--- config.mk ---
export PLATFORM = sky130hd
export DESIGN_NAME = udp_packet_tx
export DESIGN_NICKNAME = d
export VERILOG_FILES = /design/src/rtl/udp_tx_pkg.sv /design/src/rtl/ipv4_hdr_csum.sv /design/src/rtl/udp_packet_tx.sv
export SDC_FILE = /design/constraint.sdc
export NUM_CORES = 1
export LEC_CHECK = 0
export BUFFER_PORTS_ARGS = -buffer_cell sky130_fd_sc_hd__buf_2
export CAP_MARGIN = 25
export CORE_AREA = 2 2 192 194
export CTS_CLUSTER_SIZE = 20
export DETAILED_ROUTE_END_ITERATION = 10
export DIE_AREA = 0 0 194 196
export HOLD_SLACK_MARGIN = 0.08
export PLACE_DENSITY = 0.65
export REMOVE_ABC_BUFFERS = 1
export SETUP_SLACK_MARGIN = 0.2
export SLEW_MARGIN = 10
export SYNTH_ARGS = -nofsm -noshare
export SYNTH_HDL_FRONTEND = slang
export SYNTH_SLANG_ARGS = --single-unit
--- constraint.sdc ---
create_clock -name aclk -period 11.9 [get_ports aclk]
set_clock_uncertainty 0.05 [all_clocks]
set_input_delay 2.38 -clock aclk [delete_from_list [all_inputs] [get_ports aclk]]
set_output_delay 2.38 -clock aclk [all_outputs]
set_load 0.02 [all_outputs]
--- src/rtl/udp_tx_pkg.sv ---
// Shared types and protocol constants for the byte-serial UDP frame generator.
package udp_tx_pkg;

  typedef enum logic [2:0] {
    StIdle,
    StCsum,
    StEth,
    StIp,
    StUdp,
    StPay
  } state_e;

  localparam logic [15:0] ETHERTYPE_IPV4 = 16'h0800;
  localparam logic [7:0]  IP_PROTO_UDP   = 8'h11;
  localparam logic [7:0]  IP_VER_IHL     = 8'h45;

  localparam int unsigned ETH_HDR_BYTES = 14;
  localparam int unsigned IP_HDR_BYTES  = 20;
  localparam int unsigned UDP_HDR_BYTES = 8;

endpackage

--- src/rtl/ipv4_hdr_csum.sv ---
// Combinational IPv4 header checksum; flags/fragment and checksum words are zero.
module ipv4_hdr_csum
  import udp_tx_pkg::*;
(
  input  logic [15:0] i_total_len,
  input  logic [15:0] i_ident,
  input  logic [7:0]  i_ttl,
  input  logic [7:0]  i_proto,
  input  logic [31:0] i_src_ip,
  input  logic [31:0] i_dst_ip,
  output logic [15:0] o_csum
);

  logic [19:0] w_sum;
  logic [16:0] w_fold1;
  logic [15:0] w_fold2;

  assign w_sum = 20'({IP_VER_IHL, 8'h00}) + 20'(i_total_len) + 20'(i_ident)
               + 20'({i_ttl, i_proto})
               + 20'(i_src_ip[31:16]) + 20'(i_src_ip[15:0])
               + 20'(i_dst_ip[31:16]) + 20'(i_dst_ip[15:0]);

  // Two folds: the first can itself carry out of bit 15.
  assign w_fold1 = {1'b0, w_sum[15:0]} + {13'b0, w_sum[19:16]};
  assign w_fold2 = w_fold1[15:0] + {15'b0, w_fold1[16]};
  assign o_csum  = ~w_fold2;

endmodule

--- src/rtl/udp_packet_tx.sv ---
// Ethernet/IPv4/UDP frame generator: latches a message on START and streams the
// whole frame one byte per handshake.
module udp_packet_tx
  import udp_tx_pkg::*;
#(
  parameter int unsigned MSG_BYTES = 2,
  parameter logic [7:0]  TTL       = 8'h40,
  parameter logic [15:0] SRC_PORT  = 16'd5000,
  parameter logic [15:0] DST_PORT  = 16'd5001
) (
  input  logic                   aclk,
  input  logic                   areset,
  input  logic [31:0]            LOCAL_IP,
  input  logic [47:0]            LOCAL_MAC,
  input  logic [31:0]            DST_IP,
  input  logic [47:0]            DST_MAC,
  input  logic [8*MSG_BYTES-1:0] MSG,
  input  logic                   START,
  output logic                   READY_FOR_SEND,
  output logic [7:0]             M_TDATA,
  output logic                   M_TVALID,
  input  logic                   M_TREADY,
  output logic                   M_TFIRST,
  output logic                   M_TLAST
);

  localparam logic [15:0] TOTAL_LEN = 16'(IP_HDR_BYTES + UDP_HDR_BYTES + MSG_BYTES);
  localparam logic [15:0] UDP_LEN   = 16'(UDP_HDR_BYTES + MSG_BYTES);
  localparam logic [6:0]  ETH_LAST  = 7'(ETH_HDR_BYTES - 1);
  localparam logic [6:0]  IP_LAST   = 7'(IP_HDR_BYTES - 1);
  localparam logic [6:0]  UDP_LAST  = 7'(UDP_HDR_BYTES - 1);
  localparam logic [6:0]  PAY_LAST  = 7'(MSG_BYTES - 1);

  state_e                 r_state, w_state_d;
  logic [6:0]             r_idx, w_idx_d;
  logic [31:0]            r_local_ip, r_dst_ip;
  logic [47:0]            r_local_mac, r_dst_mac;
  logic [8*MSG_BYTES-1:0] r_msg;
  logic [15:0]            r_id_cnt, r_pkt_id, r_csum;
  logic [15:0]            w_csum;
  logic                   w_valid, w_hs, w_pay_done;
  logic [111:0]           w_eth;
  logic [159:0]           w_ip;
  logic [63:0]            w_udp;

  ipv4_hdr_csum u_csum (
    .i_total_len(TOTAL_LEN),
    .i_ident    (r_pkt_id),
    .i_ttl      (TTL),
    .i_proto    (IP_PROTO_UDP),
    .i_src_ip   (r_local_ip),
    .i_dst_ip   (r_dst_ip),
    .o_csum     (w_csum)
  );

  assign w_eth = {r_dst_mac, r_local_mac, ETHERTYPE_IPV4};
  assign w_ip  = {IP_VER_IHL, 8'h00, TOTAL_LEN, r_pkt_id, 16'h0000, TTL, IP_PROTO_UDP,
                  r_csum, r_local_ip, r_dst_ip};
  assign w_udp = {SRC_PORT, DST_PORT, UDP_LEN, 16'h0000};

  assign w_valid        = (r_state == StEth) || (r_state == StIp) ||
                          (r_state == StUdp) || (r_state == StPay);
  assign w_hs           = w_valid && M_TREADY;
  assign w_pay_done     = (r_state == StPay) && w_hs && (r_idx == PAY_LAST);
  assign M_TVALID       = w_valid;
  assign READY_FOR_SEND = (r_state == StIdle);

  always_comb begin
    w_state_d = r_state;
    M_TDATA   = 8'h00;
    M_TFIRST  = 1'b0;
    M_TLAST   = 1'b0;
    unique case (r_state)
      StIdle: if (START) w_state_d = StCsum;
      StCsum: w_state_d = StEth;
      StEth: begin
        for (int i = 0; i < 14; i++) if (r_idx == 7'(i)) M_TDATA = w_eth[8*(13-i) +: 8];
        M_TFIRST = (r_idx == 7'd0);
        if (w_hs && r_idx == ETH_LAST) w_state_d = StIp;
      end
      StIp: begin
        for (int i = 0; i < 20; i++) if (r_idx == 7'(i)) M_TDATA = w_ip[8*(19-i) +: 8];
        if (w_hs && r_idx == IP_LAST) w_state_d = StUdp;
      end
      StUdp: begin
        for (int i = 0; i < 8; i++) if (r_idx == 7'(i)) M_TDATA = w_udp[8*(7-i) +: 8];
        if (w_hs && r_idx == UDP_LAST) w_state_d = StPay;
      end
      StPay: begin
        for (int i = 0; i < int'(MSG_BYTES); i++) begin
          if (r_idx == 7'(i)) M_TDATA = r_msg[8*(int'(MSG_BYTES)-1-i) +: 8];
        end
        M_TLAST = (r_idx == PAY_LAST);
        if (w_pay_done) w_state_d = StIdle;
      end
      default: w_state_d = StIdle;
    endcase

    w_idx_d = r_idx;
    if (w_state_d != r_state) w_idx_d = 7'd0;
    else if (w_hs)            w_idx_d = r_idx + 7'd1;
  end

  always_ff @(posedge aclk or posedge areset) begin
    if (areset) begin
      r_state  <= StIdle;
      r_idx    <= 7'd0;
      r_id_cnt <= 16'h0000;
    end else begin
      r_state <= w_state_d;
      r_idx   <= w_idx_d;
      if (w_pay_done) r_id_cnt <= r_id_cnt + 16'd1;
    end
  end

  always_ff @(posedge aclk or posedge areset) begin
    if (areset) begin
      r_local_ip  <= '0;
      r_dst_ip    <= '0;
      r_local_mac <= '0;
      r_dst_mac   <= '0;
      r_msg       <= '0;
      r_pkt_id    <= '0;
      r_csum      <= '0;
    end else begin
      if (r_state == StIdle && START) begin
        r_local_ip  <= LOCAL_IP;
        r_dst_ip    <= DST_IP;
        r_local_mac <= LOCAL_MAC;
        r_dst_mac   <= DST_MAC;
        r_msg       <= MSG;
        r_pkt_id    <= r_id_cnt;
      end
      if (r_state == StCsum) r_csum <= w_csum;
    end
  end

endmodule
== After elaboration in Yosys (flattened, before gate mapping) ==
Cells that the tools add are included.
Cells by class
  add/sub/neg operators: 10
  equal/unequal tests: 25
  multiplexer cells: 55
  bitwise operators: 1
  reductions and logical operators: 13
Operator list (number)
  two-way mux 8 bit: 42
  adder 20 x 16 -> 20 bit: 4
  == test 7 x 4 -> 1 bit (second input constant): 8
  case mux 8 bit (4 select lines): 1
  == test 7 x 3 -> 1 bit (second input constant): 4
  == test 7 x 5 -> 1 bit (second input constant): 4
  two-way mux 7 bit: 3
  adder 20 x 15 -> 20 bit (second input constant): 1
  case mux 3 bit (6 select lines): 1
  adder 15 x 16 -> 17 bit (first input constant): 1
  adder 16 x 4 -> 17 bit: 1
  adder 16 x 1 -> 16 bit: 1
  adder 16 x 1 -> 16 bit (second input constant): 1
  NOT 16 bit: 1
  two-way mux 3 bit: 5
  == test 7 x 2 -> 1 bit (second input constant): 2
  adder 7 x 1 -> 7 bit (second input constant): 1
  == test 7 x 1 -> 1 bit (second input constant): 1
  logical AND 1 bit: 7
  zero test 7 bit: 1
  == test 3 x 2 -> 1 bit (second input constant): 2
  == test 3 bit (second input constant): 2
  two-way mux 5 bit: 1
  == test 3 x 1 -> 1 bit (second input constant): 1
  5 further kinds: 8
Storage, ports and cells
  bits in registers: 234
  input port bits: 180
  output and inout port bits: 12
  logic and storage cells: 114

== Longest topological paths before layout ==
Gate-level depths: netlist of the first run.
  word-level depth: 22
  mapped depth: 37

== Hierarchy ==
Synthesis of the first run repeated with hierarchy kept, for this count alone.
Unflattened totals
  cells, all modules: 1517
  area total of the unflattened synthesis: 15756.4 um2
By module, submodules not included
  udp_packet_tx: instances 1, cells an instance 1009, area an instance 11608.6 um2, sequential area each 5855.6 um2
  ipv4_hdr_csum: instances 1, cells an instance 508, area an instance 4147.7 um2, sequential area each 0.0 um2

== Least setup slack after synthesis of the first run ==
No wires, ideal clock.
  kind: register -> register
  start point: reg r_pkt_id[1]
  end point: reg r_csum[14]
  setup time: 131 ps
  data arrival time: 8418 ps
  required time: 11719 ps
  setup slack: 3301 ps
  stages on the path, launching flop included: 36
  buffers on the path: 2
  clock period less this slack: 8599 ps
  cell sequence: dfrtp_1 -> nor4_1 -> nand2b_1 -> xnor2_1 -> fa_1 -> inv_1 -> fa_1 -> fa_1 -> inv_1 -> ha_1 -> buf_2 -> a211oi_2 -> o221a_2 -> o21ai_0 -> a211oi_1 -> o21bai_1 -> a21oi_1 -> xnor2_1 -> ha_1 -> inv_1 -> fa_1 -> nor2b_1 -> o211a_1 -> nand4_1 -> nor4_4 -> nand2_1 -> nor4_1 -> ha_1 -> nand2b_1 -> or3_1 -> or4b_1 -> clkbuf_1 -> a2111oi_2 -> o211a_1 -> xor2_1 -> o21ai_1
On the way
  cells in the longest elaborated chain, start to end: 9
RTL lines
  start: declaration: RTL line udp_packet_tx.sv:39  | logic [15:0] r_id_cnt, r_pkt_id, r_csum;
  start signal: assignment: RTL line udp_packet_tx.sv:132  | r_pkt_id <= r_id_cnt;
  adder 15 x 16 -> 17 bit: RTL line ipv4_hdr_csum.sv:18  | assign w_sum = 20'({IP_VER_IHL, 8'h00}) + 20'(i_total_len) + 20'(i_ident)
  adder 20 x 15 -> 20 bit: RTL line ipv4_hdr_csum.sv:19  | + 20'({i_ttl, i_proto})
  adder 20 x 16 -> 20 bit (2 in a row): RTL line ipv4_hdr_csum.sv:20  | + 20'(i_src_ip[31:16]) + 20'(i_src_ip[15:0])
  adder 20 x 16 -> 20 bit (2 in a row): RTL line ipv4_hdr_csum.sv:21  | + 20'(i_dst_ip[31:16]) + 20'(i_dst_ip[15:0]);
  adder 16 x 4 -> 17 bit: RTL line ipv4_hdr_csum.sv:24  | assign w_fold1 = {1'b0, w_sum[15:0]} + {13'b0, w_sum[19:16]};
  adder 16 x 1 -> 16 bit: RTL line ipv4_hdr_csum.sv:25  | assign w_fold2 = w_fold1[15:0] + {15'b0, w_fold1[16]};
  NOT 16 bit: RTL line ipv4_hdr_csum.sv:26  | assign o_csum = ~w_fold2;
  end signal: assignment: RTL line udp_packet_tx.sv:134  | if (r_state == StCsum) r_csum <= w_csum;
  end: declaration: RTL line udp_packet_tx.sv:39
No other way between the ends.
A chain may end at the register's enable or synchronous reset.

== Final worst setup path of the first run ==
Ends and elaborated chain as after synthesis.

==> impl_metrics.env, run 1 <==
export IMPL_outcome="finished, final reports clean"
export IMPL_syn_inst=1361
export IMPL_die_w_um=194
export IMPL_r2r_end="r_csum[14]"
export IMPL_drtIter0Drc=847
export IMPL_routabilityCongestion=0.953
export IMPL_synth_seq_area_share_pct=41.0
export IMPL_r2r_start="r_pkt_id[1]"
export IMPL_core_mm2=0.0361
export IMPL_hp_class="register to register"
export IMPL_setup_viol=0
export IMPL_diodes=0
export IMPL_hold_depth=2
export IMPL_wire_per_inst_um=21.8
export IMPL_max_stage_delay_ns=0.69
export IMPL_synth_warnings=0
export IMPL_clock_sinks=234
export IMPL_grt_pass1_vias=11400
export IMPL_synth_cell_types=81
export IMPL_synthFlopType="dfrtp_1"
export IMPL_post_cts_buffers=0
export IMPL_hold_path_endpoint="r_csum[7]"
export IMPL_finalCritPeriodShare_pct=81.9
export IMPL_rr_worst_depth=33
export IMPL_syn_area_per_cell_um2=10.5
export IMPL_dieHeight_um=196
export IMPL_hold_buffers=0
export IMPL_crit_top_cell="fa_1"
export IMPL_antenna_found_initial=2
export IMPL_rsz0062_at_grt="false"
export IMPL_port_buffers=191
export IMPL_antenna_left=0
export IMPL_synth_area_leaders="dfrtp_1 (41%), mux2_2 (14%), fa_1 (6.9%), ha_1 (3.9%), nand2_1 (2.8%)"
export IMPL_cts_buffer_depth=3
export IMPL_routed_wl_um=43700
export IMPL_max_freq_mhz=103
export IMPL_grt_usage_pct=22.6
export IMPL_layout_commonest_cell="dfrtp_1"
export IMPL_synth_seq_cells=234
export IMPL_max_slew_margin_pct=28.9
export IMPL_arrival_ns=10.10
export IMPL_grt_max_degree=95
export IMPL_drive_above_1_share_pct=29.0
export IMPL_cts_buffers=27
export IMPL_r2r_slack_ns=2.16
export IMPL_synth_area_mm2=0.0143
export IMPL_grt_pass1_wl_um=66600
export IMPL_worst_pin_slew_ns=1.06
export IMPL_drv_slew=0
export IMPL_rows=70
export IMPL_synth_area_leader_cell="dfrtp_1"
export IMPL_dr_pass1_iters=5
export IMPL_finalNetCount=1796
export IMPL_postCtsResizedCells=0
export IMPL_clkTransAtPathRegs_ns=0.07
export IMPL_hpwl_um=33400
export IMPL_clock_tree_root_cell="clkbuf_16"
export IMPL_cp_end_kind="register"
export IMPL_period_needed_ns=9.74
export IMPL_cp_slowest_cell="or4b_1"
export IMPL_final_hold_violation_count=0
export IMPL_initial_core_util_pct=39.6
export IMPL_worst_ep_required_time_ns=12.25
export IMPL_area_growth_pct=15.7
export IMPL_final_cell_mix="dfrtp_1 (234), buf_2 (191), mux2_2 (176), nand2_1 (105), inv_1 (103)"
export IMPL_cts_tree="built"
export IMPL_yosysTopAreaCellShare_pct=41.0
export IMPL_startpoint_type="register"
export IMPL_h_tree_depth=1
export IMPL_max_cap_violations=0
export IMPL_drc_errors=0
export IMPL_min_from="r_csum[7]"
export IMPL_clkLatencyLatePin_ns=0.58
export IMPL_finalSetupTns_ns=0
export IMPL_dieArea_mm2=0.0380
export IMPL_worstPathMaxFanout=8
export IMPL_async_flop_share_pct=100
export IMPL_routed_via_density=5.65
export IMPL_boundaryPins=192
export IMPL_synth_edf_count=0
export IMPL_critPathKind="register to register"
export IMPL_gr_total_overflow=0
export IMPL_vias=11300
-- Yosys cell counts, types with 33 or more instances --
| cell | instances |
|---|---|
| dfrtp_1 | 234 |
| clkbuf_1 | 61 |
| ha_1 | 45 |
| nand2_1 | 105 |
| o21ai_0 | 73 |
| inv_1 | 104 |
| xnor2_1 | 39 |
| nand3_1 | 33 |
| fa_1 | 49 |
| mux2_2 | 176 |
| nor2_1 | 69 |
| a21oi_1 | 43 |
-- cell families (layout without fill, tap and decap cells) --
kind of cell    Yosys count  after routing  share of synthesized area (%)
simple gates            316            316                           10.9
compound gates          303            303                           14.9
flops                   234            234                           41.0
mux                     176            176                           13.9
buf+inv                 176            355                           4.78
fa+ha+maj                94             94                           10.8
xor+xnor                 62             62                           3.80
-- how the worst max path moves through the flow --
stage,from,end,slack [ns]
floorplan,START,r_dst_ip[10],2.19
global placement,r_pkt_id[1],r_csum[14],2.59
detailed placement,r_pkt_id[1],r_csum[14],2.38
CTS,r_pkt_id[1],r_csum[14],2.31
global route,r_pkt_id[1],r_csum[14],1.52
finish,r_pkt_id[1],r_csum[14],2.16
-- worst max-delay path: cells and delay by family (launching register included) --
kind / cells / cell delay [ns]
compound gates: 10 / 2.52
xor+xnor: 3 / 0.42
fa+ha+maj: 7 / 2.76
buf+inv: 3 / 0.15
flops: 1 / 0.43
simple gates: 10 / 3.23
-- flip-flops by register name, summed over array words and instances (netlist names) --
name / count
r_pkt_id: 16
r_id_cnt: 16
r_msg: 16
r_state: 3
r_local_ip: 32
r_dst_ip: 32
r_csum: 16
r_local_mac: 48
r_dst_mac: 48
r_idx: 7
-- final cells by class --
| cell class | instances | area, um^2 |
|---|---|---|
| timing repair buffer | 203 | 1070 |
| inverter | 105 | 402 |
| tap | 468 | 586 |
| multi-input combinational | 951 | 7750 |
| sequential | 234 | 5860 |
| fill | 3481 | 19600 |
| clock buffer | 35 | 716 |
| clock inverter | 12 | 145 |
-- through the flow --
step                util (%)  hold WS, ns  cells  cell area, um^2  setup WS [ns]
CTS                     45.7        0.440   2007            16500           2.31
global route            45.8        0.461   2008            16500           1.52
floorplan                  -        0.395   1290            14000           2.19
detailed placement      43.3        0.427   1960            15600           2.38
finish                  45.8        0.439   2008            16500           2.16
global placement        43.3        0.415   1960            15600           2.59
-- per-layer routing --
metal	track usage, %	wire length, um	vias to the layer above
li1	-	-	5187
met4	8.78	1780	2
met5	0	7	-
met2	37.2	20600	409
met3	3.99	2760	94
met1	29.8	18600	5651
Power of run 1 is not shown: default switching activity piles up to over one toggle a cycle in this logic, so the estimate is an artifact.
==> run 2: changes to the inputs <==
--- a/config.mk
+++ b/config.mk
@@ -12,7 +12,7 @@
 export DETAILED_ROUTE_END_ITERATION = 10
 export DIE_AREA = 0 0 194 196
 export HOLD_SLACK_MARGIN = 0.08
-export PLACE_DENSITY = 0.65
+export PLACE_DENSITY = 0.67
 export REMOVE_ABC_BUFFERS = 1
 export SETUP_SLACK_MARGIN = 0.2
 export SLEW_MARGIN = 10
==> constraint.sdc (replaced) <==
create_clock -name aclk -period 8.2 [get_ports aclk]
set_clock_uncertainty 0.05 [all_clocks]
set_input_delay 1.64 -clock aclk [delete_from_list [all_inputs] [get_ports aclk]]
set_output_delay 1.64 -clock aclk [all_outputs]
set_load 0.02 [all_outputs]
==> run 2 against run 1 <==
The flow now finishes with violations (setup timing). Worst setup slack worse by 2.3 ns. Sequential share of layout area fell by 2.9 points. Wire length is 6.2% higher. Critical path depth grew 6. Fmax increased by 17%. Non-clock buffer count up 132. Die area unchanged. Final area grew 9.0%. Highest routed layer unchanged.
==> impl_metrics.env, run 2 (synthesis results as in run 1) <==
export IMPL_routabilityCongestion=1.01
export IMPL_worst_pin_slew_ns=1.03
export IMPL_clock_sinks=234
export IMPL_period_needed_ns=8.32
export IMPL_crit_end="r_csum[15]"
export IMPL_layout_commonest_cell="dfrtp_1"
export IMPL_routed_via_density=5.62
export IMPL_core_mm2=0.0361
export IMPL_rows=70
export IMPL_final_cell_mix="dfrtp_1 (232), buf_2 (191), mux2_2 (176), buf_4 (140), nand2_1 (103)"
export IMPL_die_w_um=194
export IMPL_dieHeight_um=196
export IMPL_finalCritPeriodShare_pct=102
export IMPL_arrival_ns=8.74
export IMPL_antenna_left=0
export IMPL_dp_cells=2046
export IMPL_gr_total_overflow=0
export IMPL_grt_pass1_vias=12100
export IMPL_hpwl_um=34800
export IMPL_hp_class="register to register"
export IMPL_h_tree_depth=1
export IMPL_cp_end_kind="register"
export IMPL_diodes=0
export IMPL_crit_start="r_pkt_id[2]"
export IMPL_critPathKind="register to register"
export IMPL_worstPathMaxFanout=5
export IMPL_utilization_pct=49.9
export IMPL_max_slew_margin_pct=31.4
export IMPL_boundaryPins=192
export IMPL_grt_max_degree=92
export IMPL_max_cap_violations=0
export IMPL_port_buffers=191
export IMPL_cts_buffer_depth=3
export IMPL_cts_tree="built"
export IMPL_r2r_start="r_pkt_id[2]"
export IMPL_violations="setup timing"
export IMPL_drv_slew=0
export IMPL_grt_usage_pct=23.8
export IMPL_clkLatencyLatePin_ns=0.58
export IMPL_antenna_found_initial=2
export IMPL_max_stage_delay_ns=0.56
export IMPL_clkTransAtPathRegs_ns=0.06
export IMPL_layoutNonFillerInstCount=2144
export IMPL_startpoint_type="register"
export IMPL_area_growth_pct=26.2
export IMPL_grt_pass1_wl_um=70600
export IMPL_initial_core_util_pct=39.6
export IMPL_crit_top_cell="buf_4"
export IMPL_outcome="finished, violations left"
export IMPL_rr_worst_depth=39
export IMPL_final_hold_violation_count=0
export IMPL_wire_per_inst_um=21.6
export IMPL_clock_tree_root_cell="clkbuf_16"
export IMPL_setup_ws_ns=-0.125
export IMPL_max_freq_mhz=120
export IMPL_r2r_slack_ns=-0.12
export IMPL_routed_wl_um=46400
export IMPL_cp_slowest_cell="fa_1"
export IMPL_worst_ep_required_time_ns=8.61
export IMPL_rsz0062_at_grt="true"
export IMPL_finalNetCount=1929
export IMPL_drtIter0Drc=875
export IMPL_cts_buffers=28
export IMPL_vias=12000
export IMPL_drc_errors=0
export IMPL_reg_top3="r_dst_mac (48), r_local_mac (48)"
export IMPL_r2r_end="r_csum[15]"
export IMPL_dr_pass1_iters=5
export IMPL_dieArea_mm2=0.0380
export IMPL_setup_viol=6
export IMPL_drive_above_1_share_pct=38.5
## run 2: cell count changes in the layout (fill, tap and decap cells not counted), moves of 7 or more
cell and change:
o21ai_0 -7, ha_1 -13, buf_4 +129, ha_4 +8
## run 2: how the worst min path moves through the flow
stage	start	endpoint	slack, ns	cells past startpoint
final	r_id_cnt[15]	r_id_cnt[15]	0.42	1
after global routing	r_csum[3]	r_csum[3]	0.46	2
after CTS	r_id_cnt[15]	r_id_cnt[15]	0.43	1
after detailed placement	r_id_cnt[15]	r_id_cnt[15]	0.42	1
after global placement	r_id_cnt[15]	r_id_cnt[15]	0.41	1
after floorplan	r_csum[6]	r_csum[6]	0.39	2
## run 2: worst max-delay path, delay by kind of cell (launching register included)
kind | cells | cell delay [ns]
xor gates and xnor gates | 2 | 0.44
DFF | 1 | 0.43
AOI/OAI and AO/OA | 7 | 1.50
and+or+nand+nor | 8 | 1.73
buffers and inverters | 17 | 1.95
adders and majority gates | 5 | 2.08
## run 2: cell type report
| class | instances | area, um^2 |
|---|---|---|
| inverters | 105 | 402 |
| clock buffers | 40 | 806 |
| clock inverters | 11 | 159 |
| flip-flops and latches | 234 | 5860 |
| fillers | 3294 | 18100 |
| well taps | 468 | 586 |
| repair buffers | 335 | 2070 |
| multi-input cells | 951 | 8140 |
## run 2: per-stage QoR
stage               hold WS (ns)  worst slack [ns]  instance area (um^2)  TNS, ns
global route               0.463            -0.463                 18000    -3.08
CTS                        0.427             0.192                 17700        0
detailed placement         0.417            -0.701                 16300    -4.14
floorplan                  0.395            -0.769                 14000  -146.26
finish                     0.419            -0.125                 18000   -0.522
global placement           0.415            -0.430                 16300    -1.78
## run 2: layer usage
metal	vias up	wire (um)	track usage (%)
met1	5941	18900	31.0
met5	-	7	0
met2	512	21800	38.9
met4	2	2320	10.9
met3	111	3330	4.13
li1	5473	-	-
## run 2: what timing repair did
item                                    in CTS  in global routing
pin swaps                                   46                 22
hold buffers                                 0                  0
gates resized for setup                     51                 33
setup buffers                               32                 14
endpoints found under the setup margin      11                 13
Power of run 2 is left out for the same reason.
